==> src/rtl/ultrasonic_ranger.sv <==
`default_nettype none
// ============================================================================
// Module      : ultrasonic_ranger
// Description : Drives the trigger pulse of an ultrasonic range sensor and
//               measures the width of the returned echo pulse in clk cycles.
//               Measurements repeat every MEAS_PERIOD cycles while enable is
//               high. Missing and over-long echoes are reported on timeout.
// Ports       : clk          - single clock, rising edge
//               reset        - synchronous, active-high
//               enable       - permits the start of new measurements
//               echo         - asynchronous echo from the sensor
//               trig         - sensor trigger pulse
//               dist_counter - last valid echo width in clk cycles
//               dist_valid   - one-cycle strobe when dist_counter updates
//               timeout      - high while the last measurement failed
// Revision    : 1.0 - initial release
// ============================================================================
module ultrasonic_ranger #(
    parameter int TRIG_CYCLES  = 500,
    parameter int ECHO_TIMEOUT = 1_000_000,
    parameter int MEAS_PERIOD  = 3_000_000
) (
    input  logic        clk,
    input  logic        reset,
    input  logic        enable,
    input  logic        echo,
    output logic        trig,
    output logic [25:0] dist_counter,
    output logic        dist_valid,
    output logic        timeout
);

    // The period counter only needs to reach MEAS_PERIOD-1.
    localparam int              c_PW          = $clog2(MEAS_PERIOD);
    localparam logic [c_PW-1:0] c_PERIOD_LAST = c_PW'(MEAS_PERIOD - 1);
    localparam logic [c_PW-1:0] c_PERIOD_ONE  = c_PW'(1);
    localparam logic [25:0]     c_TRIG_LAST   = 26'(TRIG_CYCLES - 1);
    localparam logic [25:0]     c_ECHO_LAST   = 26'(ECHO_TIMEOUT - 1);

    localparam logic [2:0] c_IDLE      = 3'd0;
    localparam logic [2:0] c_TRIG      = 3'd1;
    localparam logic [2:0] c_WAIT_RISE = 3'd2;
    localparam logic [2:0] c_MEASURE   = 3'd3;
    localparam logic [2:0] c_HOLDOFF   = 3'd4;

    logic [2:0]      r_state;
    logic [2:0]      w_next;
    logic            r_echo_meta;
    logic            r_echo_s;
    logic            r_echo_d;
    logic            w_rise;
    logic [25:0]     r_cnt;      // trigger length, rise wait, or echo width
    logic [c_PW-1:0] r_period;
    logic            r_trig;
    logic [25:0]     r_dist;
    logic            r_valid;
    logic            r_timeout;
    logic            w_trig;
    logic            w_done;
    logic            w_fail;

    // ------------------------------------------------------------------
    // Echo synchronizer and rising-edge detect. Using the delayed copy
    // means an echo already high when WAIT_RISE is entered never counts.
    // ------------------------------------------------------------------
    always_ff @(posedge clk) begin
        if (reset) begin
            r_echo_meta <= 1'b0;
            r_echo_s    <= 1'b0;
            r_echo_d    <= 1'b0;
        end else begin
            r_echo_meta <= echo;
            r_echo_s    <= r_echo_meta;
            r_echo_d    <= r_echo_s;
        end
    end

    assign w_rise = r_echo_s & ~r_echo_d;

    // ------------------------------------------------------------------
    // State register
    // ------------------------------------------------------------------
    always_ff @(posedge clk) begin
        if (reset) begin
            r_state <= c_IDLE;
        end else begin
            r_state <= w_next;
        end
    end

    // ------------------------------------------------------------------
    // Next-state logic
    // ------------------------------------------------------------------
    always_comb begin
        w_next = r_state;
        case (r_state)
            c_IDLE: begin
                if (enable) w_next = c_TRIG;
            end
            c_TRIG: begin
                if (r_cnt == c_TRIG_LAST) w_next = c_WAIT_RISE;
            end
            c_WAIT_RISE: begin
                if (w_rise)                    w_next = c_MEASURE;
                else if (r_cnt == c_ECHO_LAST) w_next = c_HOLDOFF;
            end
            c_MEASURE: begin
                // r_cnt is the width so far; one more high cycle would
                // reach ECHO_TIMEOUT, which is treated as a failure.
                if (!r_echo_s)                 w_next = c_HOLDOFF;
                else if (r_cnt == c_ECHO_LAST) w_next = c_HOLDOFF;
            end
            c_HOLDOFF: begin
                if (r_period == c_PERIOD_LAST) w_next = enable ? c_TRIG : c_IDLE;
            end
            default: w_next = c_IDLE;
        endcase
    end

    // ------------------------------------------------------------------
    // Output decode
    // ------------------------------------------------------------------
    always_comb begin
        w_trig = 1'b0;
        w_done = 1'b0;
        w_fail = 1'b0;
        case (r_state)
            c_TRIG:      w_trig = 1'b1;
            c_WAIT_RISE: w_fail = !w_rise && (r_cnt == c_ECHO_LAST);
            c_MEASURE: begin
                w_done = !r_echo_s;
                w_fail = r_echo_s && (r_cnt == c_ECHO_LAST);
            end
            default: ;
        endcase
    end

    // ------------------------------------------------------------------
    // Shared cycle counter: cleared on every state change, except that the
    // rise cycle itself already counts as echo width 1.
    // ------------------------------------------------------------------
    always_ff @(posedge clk) begin
        if (reset) begin
            r_cnt <= '0;
        end else if (w_next != r_state) begin
            r_cnt <= (w_next == c_MEASURE) ? 26'd1 : 26'd0;
        end else if (r_state == c_TRIG || r_state == c_WAIT_RISE ||
                     r_state == c_MEASURE) begin
            r_cnt <= r_cnt + 26'd1;
        end
    end

    // Period counter restarts on each TRIG entry and saturates at the end
    // of the period, so trigger starts are exactly MEAS_PERIOD apart.
    always_ff @(posedge clk) begin
        if (reset) begin
            r_period <= '0;
        end else if (w_next == c_TRIG && r_state != c_TRIG) begin
            r_period <= '0;
        end else if (r_period != c_PERIOD_LAST) begin
            r_period <= r_period + c_PERIOD_ONE;
        end
    end

    // ------------------------------------------------------------------
    // Registered outputs. trig lags the TRIG state by one cycle, giving a
    // glitch-free pulse of exactly TRIG_CYCLES cycles.
    // ------------------------------------------------------------------
    always_ff @(posedge clk) begin
        if (reset) begin
            r_trig    <= 1'b0;
            r_dist    <= '0;
            r_valid   <= 1'b0;
            r_timeout <= 1'b0;
        end else begin
            r_trig  <= w_trig;
            r_valid <= w_done;
            if (w_done) begin
                r_dist    <= r_cnt;
                r_timeout <= 1'b0;
            end else if (w_fail) begin
                r_timeout <= 1'b1;
            end
        end
    end

    assign trig         = r_trig;
    assign dist_counter = r_dist;
    assign dist_valid   = r_valid;
    assign timeout      = r_timeout;

endmodule
`default_nettype wire

==> config.mk <==
export PLATFORM = sky130hd
export DESIGN_NAME = ultrasonic_ranger
export DESIGN_NICKNAME = d
export VERILOG_FILES = /design/src/rtl/ultrasonic_ranger.sv
export SDC_FILE = /design/constraint.sdc
export NUM_CORES = 1
export LEC_CHECK = 0
export CAP_MARGIN = 10
export CORE_ASPECT_RATIO = 1.75
export CORE_UTILIZATION = 55
export CTS_BUF_LIST = sky130_fd_sc_hd__clkbuf_4 sky130_fd_sc_hd__clkbuf_8 sky130_fd_sc_hd__clkbuf_16
export DETAILED_ROUTE_END_ITERATION = 16
export GPL_ROUTABILITY_DRIVEN = 0
export MAX_ROUTING_LAYER = met4
export PLACE_DENSITY = 0.84
export SETUP_SLACK_MARGIN = 0.1
export SYNTH_ARGS = -nofsm -noshare
export SYNTH_HDL_FRONTEND = slang
export SYNTH_SLANG_ARGS = --single-unit
==> constraint.sdc <==
create_clock -name clk -period 2.4 [get_ports clk]
set_input_delay 0.48 -clock clk [delete_from_list [all_inputs] [get_ports clk]]
set_output_delay 0.48 -clock clk [all_outputs]
set_load 0.01 [all_outputs]
Word-level counts from Yosys, hierarchy flattened
Cells that the tools add are included.

$add $sub $neg: 2. Eq/ne operators: 12. Mux-type cells: 14. Bitwise operators: 2. Reduce and logical (&&, ||, !) cells: 11.

Operators with widths (number): two-way mux 26 bit (2); adder 26 x 1 -> 26 bit (second input constant) (1); == test 26 x 20 -> 1 bit (second input constant) (1); == test 26 x 9 -> 1 bit (second input constant) (1); adder 22 x 1 -> 22 bit (second input constant) (1); == test 22 bit (second input constant) (1); inequality test 22 bit (second input constant) (1); two-way mux 3 bit (6); one-hot mux 3 bit (5 select lines) (1); == test 3 x 2 -> 1 bit (second input constant) (3); == test 3 x 1 -> 1 bit (second input constant) (2); two-way mux 1 bit (4); OR reduction 2 bit (2); == test 3 bit (second input constant) (1); logical AND 1 bit (3); logical NOT 3 bit (1); inequality test 3 x 1 -> 1 bit (second input constant) (1); inequality test 3 bit (1); logical NOT 1 bit (2); logical OR 1 bit (2); one-hot mux 1 bit (2 select lines) (1); nonzero test 2 bit (1); AND 1 bit (1); inverter 1 bit (1).

Flip-flop bits (word level): 83. Input bits: 4. Output and inout port bits: 29. Logic and storage cells: 51.

Depth between registers and ports, before layout
Depth in word-level cells: 7. Gate-level depth with buffers: 10. Gate-level depth less buffers: 7.

Least setup slack after synthesis
OpenSTA, ideal clock, no wires.

Kind: register -> register. From: reg r_cnt[0]. To: reg r_cnt[20]. Arrival time: 1.943 ns. Data required time: 2.336 ns. Slack: 0.393 ns. Cell stages (with the launch flop): 10. Clock period less this slack: 2.007 ns. Path through: dfxtp_1 ha_1 nor4b_1 nand3_1 nor3_1 or3_1 a311o_1 buf_6 buf_6 nor2_1.

Cells in the longest elaborated chain, start to end: 6.

Ends and longest elaborated chain: from (decl) (line 52) `logic [25:0] r_cnt;`; from (signal assigned) (line 146) `r_cnt <= (w_next == c_MEASURE) ? 26'd1 : 26'd0;`; from (signal assigned) (line 149) `r_cnt <= r_cnt + 26'd1;`; == test 26 x 20 -> 1 bit (line 105, 111); two-way mux 3 bit (line 105, 111); two-way mux 3 bit (on tied branches) (line 110, 104); one-hot mux 3 bit (5 select lines) (line 96) `case (r_state)`; inequality test 3 bit (line 145) `end else if (w_next != r_state) begin`; two-way mux 26 bit / nonzero test 2 bit (equally long branches).

Parallel ways exist; a longest one is shown, timed or not. The select of a mux whose other input is x is not followed. A chain may end at the register's enable or synchronous reset.

Worst setup path in the final report
From: reg r_cnt[16]. To: reg r_cnt[17].

Same word-level chain as after synthesis.

==> reports/metrics.yaml <==
global_routing:
  grtUsageMet1_pct: 23.1
  overflow: 0
  grtUsageMet3_pct: 5.91
  track_usage_pct: 25.0
  antenna_found_initial: 0
  grt_use_met2_pct: 45.7
  first_global_vias: 2954
  globalRoute.busiestLayer: "met2"
  grt_first_pass_wirelength_mm: 12.9
  grt_max_degree: 31
critical_path:
  path_buf_inv: 1
  start_kind: "register"
  worst_ep_arrival_time_ns: 2.41
  path_cells: "nand4bb_1 > or4_4 > nor3_2 > o31a_2 > a311o_1 > buf_12 > nor2_1"
  critical-path-slowest-cell: "or4_4"
  crit_type: "register to register"
  critical_path.top_delay_family: "simple AND/OR/NAND/NOR gates"
  end_kind: "register"
  critPathMaxStageDelay_ns: 0.57
  crit_required_ns: 2.65
  worstPathMaxFanout: 25
synthesis:
  synth_area_um2: 3620
  synth_top_cell_by_area: "dfxtp_1"
  synth_cells: 432
  synthTopCellsByArea: "dfxtp_1 46%, nand2_1 8.2%, nor2_1 7.0%"
  synth.distinct_cells: 48
  synth_seq_cells: 83
  synth-edff-count: 0
  yosysTopAreaCellShare_pct: 45.9
  synth.avg_cell_area_um2: 8.38
  synthArstFlopShare_pct: 0
  syn-num-nets: 438
  synth_ff_type: "dfxtp_1"
  ys_seq_area_share_pct: 45.9
  yosysWarnings: 0
timing:
  max_slew_margin_pct: 65.2
  max_clock_freq_mhz: 464
  fin_hold_ws_ns: 0.445
  slew_violations: 0
  finalSetupViolations: 0
  fin_tns_setup_ns: 0
  post-route-min-period_ns: 2.16
  fin_ws_ns: 0.243
  worst_slew_pin_slew_ns: 0.514
  hold_viol_final: 0
  rsz0062_at_grt: "false"
  fin_crit_sh_pct: 89.9
  skew_ns: 0.00862
layout:
  num-fill-cells: 518
  fin_util_pct: 66.9
  num_antenna_cells: 0
  nets: 466
  drive_gt1_share_pct: 7.96
  areaGrowthSynthToFinish_pct: 16.1
drt:
  drt_iter0_markers: 246
  drtPass1Iterations: 7
  wire_per_inst_um: 14.2
  drt_wl_total_mm: 7.76
  ant_nets: 0
  avgViaCountPerCell: 5.63
  drcViolationCount: 0
  routed-via-count: 3068
clocking:
  clockBufferDepth: 2
  hold_buffers: 0
  cts-root-buf: "clkbuf_8"
  cts_setup_buffers: 0
  htreeDepth: 3
  numCtsBuffers: 9
  clk_latency_ns: 0.36
  cts_tree: "yes"
  cts_sinks: 83
  path_clk_slew_ns: 0.08
placement:
  hpwlAfterDp_mm: 5.63
  io_buffers: 32
  post-place-ws_ns: 0.296
floorplanning:
  die_y_um: 109
  die_width_um: 63.3
  fp-row-count: 38
  core-area_um2: 6280
  start_util_pct: 57.7
  dieArea_um2: 6920
  io_pins: 33
run_status:
  outcome: "finished, final reports clean"
power:
  leakage_nw: 1.37
  peakVddDrop_uv: 470
  power.density_nw_per_um2: 572
  fin_total_pwr_w: 0.00240
hold_path:
  hold_class: "register to register"
flow_run:
  max_cap_viol_count: 0
timing repair:
item	in CTS	in global routing
hold endpoints to repair	0	0
endpoints found under the setup margin	0	28
resized for setup	0	3
through the flow:
step | instance area (µm²) | std cells
after floorplan | 3620 | 432
after global placement | 3990 | 529
after CTS | 4190 | 545
after global routing | 4200 | 545
final | 4200 | 545
after detailed placement | 3990 | 529
state kept, by name, summed over array words and instances, names as in the netlist, 3 cells and up:
| name | flops |
|---|---|
| r_cnt | 26 |
| r_period | 22 |
| dist_counter | 26 |
| r_state | 3 |
synth_stat cells, drive strengths merged (5+ instances only):
cell type and instances:
a21oi 27, and3 5, buf 16, clkbuf 10
dfxtp 83, nand2 79, nand3 10, nand4 18
nor2 67, nor2b 7, nor3 11, nor4 9
xnor2 17, xor2 28
cells by family after synthesis:
logic type	Yosys count	synth area share (%)
flip-flops	83	45.9
AND/OR/NAND/NOR	226	29.8
AO/OA/AOI/OAI	45	7.61
buffers and inverters	27	4.01
multiplexers	4	1.11
adder cells (fa/ha/maj)	2	0.691
XOR/XNOR	45	10.9
cells in the final DEF, fill, tap and decap left out, drive strengths merged, types with 10 or more instances in the layout:
| master | instances |
|---|---|
| dfxtp | 83 |
| nand2 | 79 |
| nor2 | 67 |
| clkdlybuf4s50 | 32 |
| xor2 | 28 |
| a21oi | 27 |
| nand4 | 18 |
| xnor2 | 17 |
| clkbuf | 13 |
| buf | 11 |
| nor3 | 11 |
| nand3 | 10 |
power breakdown:
part | internal, W | total, W | switching [W]
Sequential | 0.00138 | 0.00139 | 0.00000926
Combinational | 0.0000288 | 0.0000736 | 0.0000448
Clock | 0.000472 | 0.000934 | 0.000462
Total | 0.00189 | 0.00240 | 0.000516
routing by layer:
layer | routed length, µm | vias up
met5 | 0 | -
met4 | 400 | 0
met3 | 363 | 42
met2 | 4130 | 110
met1 | 2860 | 1395
li1 | - | 1521
worst paths after layout:
| check | startpoint | to | slack, ns | cells after the start |
|---|---|---|---|---|
| worst min register to register | r_echo_meta | r_echo_s | 0.45 | 1 |
| worst min-delay path | r_echo_meta | r_echo_s | 0.45 | 1 |
| worst max-delay path | r_cnt[16] | r_cnt[17] | 0.24 | 7 |
| worst max register to register | r_cnt[16] | r_cnt[17] | 0.24 | 7 |
area by class of cell:
| type | instances | area [µm²] | share of cell area (%) |
|---|---|---|---|
| multi-input combinational | 322 | 1830 | 43.5 |
| sequential | 83 | 1660 | 39.6 |
| timing repair buffer | 43 | 415 | 9.89 |
| clock inverter | 3 | 21.3 | 0.506 |
| inverter | 1 | 3.75 | 0.0894 |
| tap | 80 | 100 | 2.38 |
| clock buffer | 13 | 173 | 4.11 |
worst register-to-register path, delay by kind of cell, from the launching register on:
kind,cells,cell delay [ns]
compound gates,2,0.34
simple gates,4,1.06
flops,1,0.46
buf+inv,1,0.19
Power figures use the tool's default switching activity.
==> RTL change (same settings) <==
Put one more register stage on the output `dist_counter`, cleared by the reset. The value now appears one clock later. The other outputs are not delayed to match. Comments in the files are not updated.
--- a/src/rtl/ultrasonic_ranger.sv
+++ b/src/rtl/ultrasonic_ranger.sv
@@ -185,7 +185,13 @@
     end
 
     assign trig         = r_trig;
-    assign dist_counter = r_dist;
+    always_ff @(posedge clk) begin
+        if (reset) begin
+            dist_counter <= '0;
+        end else begin
+            dist_counter <= r_dist;
+        end
+    end
     assign dist_valid   = r_valid;
     assign timeout      = r_timeout;
 
Behaviour: same outputs for any inputs over 10 cycles, from zero or initial values and one cycle with reset high; that may be too few to reach the edited logic, so the function may still have changed.
==> RTL change against the original RTL <==
Sequential cell count increased by 26; area after synthesis increased by 20%; setup slack got worse by 200 ps; critical path depth is the same; total power rose by 52%; largest power group unchanged; die area is 19% higher; synthesized cell count up 13%; clock power up 83%; cell area rose by 25%; routed wire length increased by 20%; critical endpoint is now r_cnt[4]$_SDFFE_PP0P_; maximum frequency is 8.6% lower.
==> RTL change: results <==
metrics = {
    "status": {
        "status": "complete, no violations",
    },
    "cts": {
        "cts_root_buf": "clkbuf_16",
        "clk_pin_slew_ps": 70,
        "clk_latency_ps": 350,
        "numCtsBuffers": 9,
    },
    "worst_setup_path": {
        "cp_max_fo": 14,
        "reg2reg_depth": 7,
        "crit_start": "r_cnt[6]$_SDFFE_PP0P_",
        "rrSetupSlack_ps": 40,
        "r2r-end": "r_cnt[4]$_SDFFE_PP0P_",
        "crit_arrival_ps": 2600,
    },
    "finish": {
        "drive_gt1_share_pct": 13.8,
        "nets": 531,
        "reg_top3": "dist_counter (26), r_cnt (26), r_dist (26)",
    },
    "detailed_routing": {
        "wl_um": 9270,
        "vias_per_cell": 5.58,
        "dr.first_iter.drc_count": 202,
        "dr.pass1.iters": 5,
    },
    "synth": {
        "synth.top_cells.by_area": "dfxtp_1 50%, nand2_1 6.6%, xnor2_1 4.8%",
        "synthAdderAreaFrac_pct": 0.577,
        "synth.area.mux_share_pct": 0.231,
        "ys.flop_type": "dfxtp_1",
        "synth_warnings": 0,
        "synth_compound_area_share_pct": 7.18,
        "synth_cell_types": 43,
        "synth_xor_area_share_pct": 9.09,
        "syn_nets": 495,
        "ys_top_cells_by_count": "109 x dfxtp_1, 76 x nand2_1, 48 x nor2_1",
        "async_reset_ff_share_pct": 0,
        "ys_seq_area_share_pct": 50.3,
    },
    "hold_path": {
        "min_from": "r_echo_meta$_SDFF_PP0_",
        "hold-path-endpoint": "r_echo_s$_SDFF_PP0_",
        "hold_class": "flop to flop",
    },
    "sta": {
        "slew_viol_final": 0,
        "fin_skew_ps": 7.02,
        "worstMarginPinSlew_ps": 550,
    },
    "placed_design": {
        "place_area_mm2": 0.00483,
        "hpwlAfterDp_um": 6540,
    },
    "run": {
        "maxCapViolCount": 0,
    },
    "global_routing": {
        "grt_pass1_wl_um": 15500,
        "grt_pass1_vias": 3448,
        "grt_max_degree": 44,
        "grt_usage_pct": 24.4,
    },
    "power": {
        "ir_worst_vdd_uv": 432,
        "leakagePower_nw": 1.79,
    },
}
## RTL change: how the worst max path moves through the flow
stage | depth (start not counted) | slack (ps) | to
6_report | 7 | 40 | r_cnt[4]$_SDFFE_PP0P_
5_1_grt | 7 | -40 | r_cnt[4]$_SDFFE_PP0P_
4_1_cts | 7 | 40 | r_cnt[4]$_SDFFE_PP0P_
3_5_place_dp | 7 | 50 | r_cnt[4]$_SDFFE_PP0P_
3_3_place_gp | 7 | 110 | r_cnt[4]$_SDFFE_PP0P_
2_1_floorplan | 8 | 20 | r_cnt[17]$_SDFFE_PP0P_
## RTL change: routing by layer
metal | wire [µm] | track usage [%] | share of wire, % | up-vias
met5 | 0 | - | 0 | -
met4 | 541 | 19.5 | 5.8 | 0
met3 | 187 | 4.57 | 2.0 | 42
met2 | 5060 | 41.8 | 55 | 79
met1 | 3480 | 23.6 | 38 | 1636
li1 | - | - | - | 1694
## RTL change: logic make-up (layout without fill, tap and decap cells)
logic type               Yosys count  after routing
adder cells (fa/ha/maj)            2              2
XOR/XNOR                          45             45
buffers and inverters             33             74
AO/OA/AOI/OAI                     49             49
flip-flops                       109            109
AND/OR/NAND/NOR                  250            250
multiplexers                       1              1
## RTL change: power by group
| group | internal, W | switching [W] | leakage, nW |
|---|---|---|---|
| logic | 0.0000449 | 0.0000731 | 0.740 |
| registers | 0.00182 | 0.00000929 | 0.880 |
| clock network | 0.00106 | 0.000643 | 0.173 |
## RTL change: critical path, cell delays in order (launching register included)
cell and delay (ps):
dfxtp_2 320, or4b_4 520, or4_4 550, o31ai_4 200, o41ai_2 120, o221ai_4 280
buf_12 200, nor2_1 60
## RTL change: metrics by stage
| step | util (%) | worst slack, ps | std cells | hold WS (ps) | total power [W] |
|---|---|---|---|---|---|
| 2_1_floorplan | - | 24.6 | 489 | 414 | 0.00194 |
| 3_3_place_gp | 63.4 | 109 | 600 | 420 | 0.00197 |
| 3_5_place_dp | 63.4 | 50.5 | 600 | 441 | 0.00198 |
| 4_1_cts | 68.1 | 36.8 | 616 | 444 | 0.00365 |
| 5_1_grt | 68.7 | -38.2 | 618 | 468 | 0.00375 |
| 6_report | 68.7 | 39.8 | 618 | 441 | 0.00365 |
## RTL change: layout make-up
class / count / area (µm²)
fill: 561 / 2380
sequential: 109 / 2180
multi-input combinational: 347 / 2070
timing repair buffer: 52 / 494
clock buffer: 11 / 246
tap: 88 / 110
clock inverter: 5 / 108
inverter: 6 / 22.5
## RTL change: what timing repair did
item / 4_1_cts / 5_1_grt
setup buffers: 0 / 2
pin swaps: 0 / 1
resized for setup: 0 / 7
endpoints found under the setup margin: 25 / 26
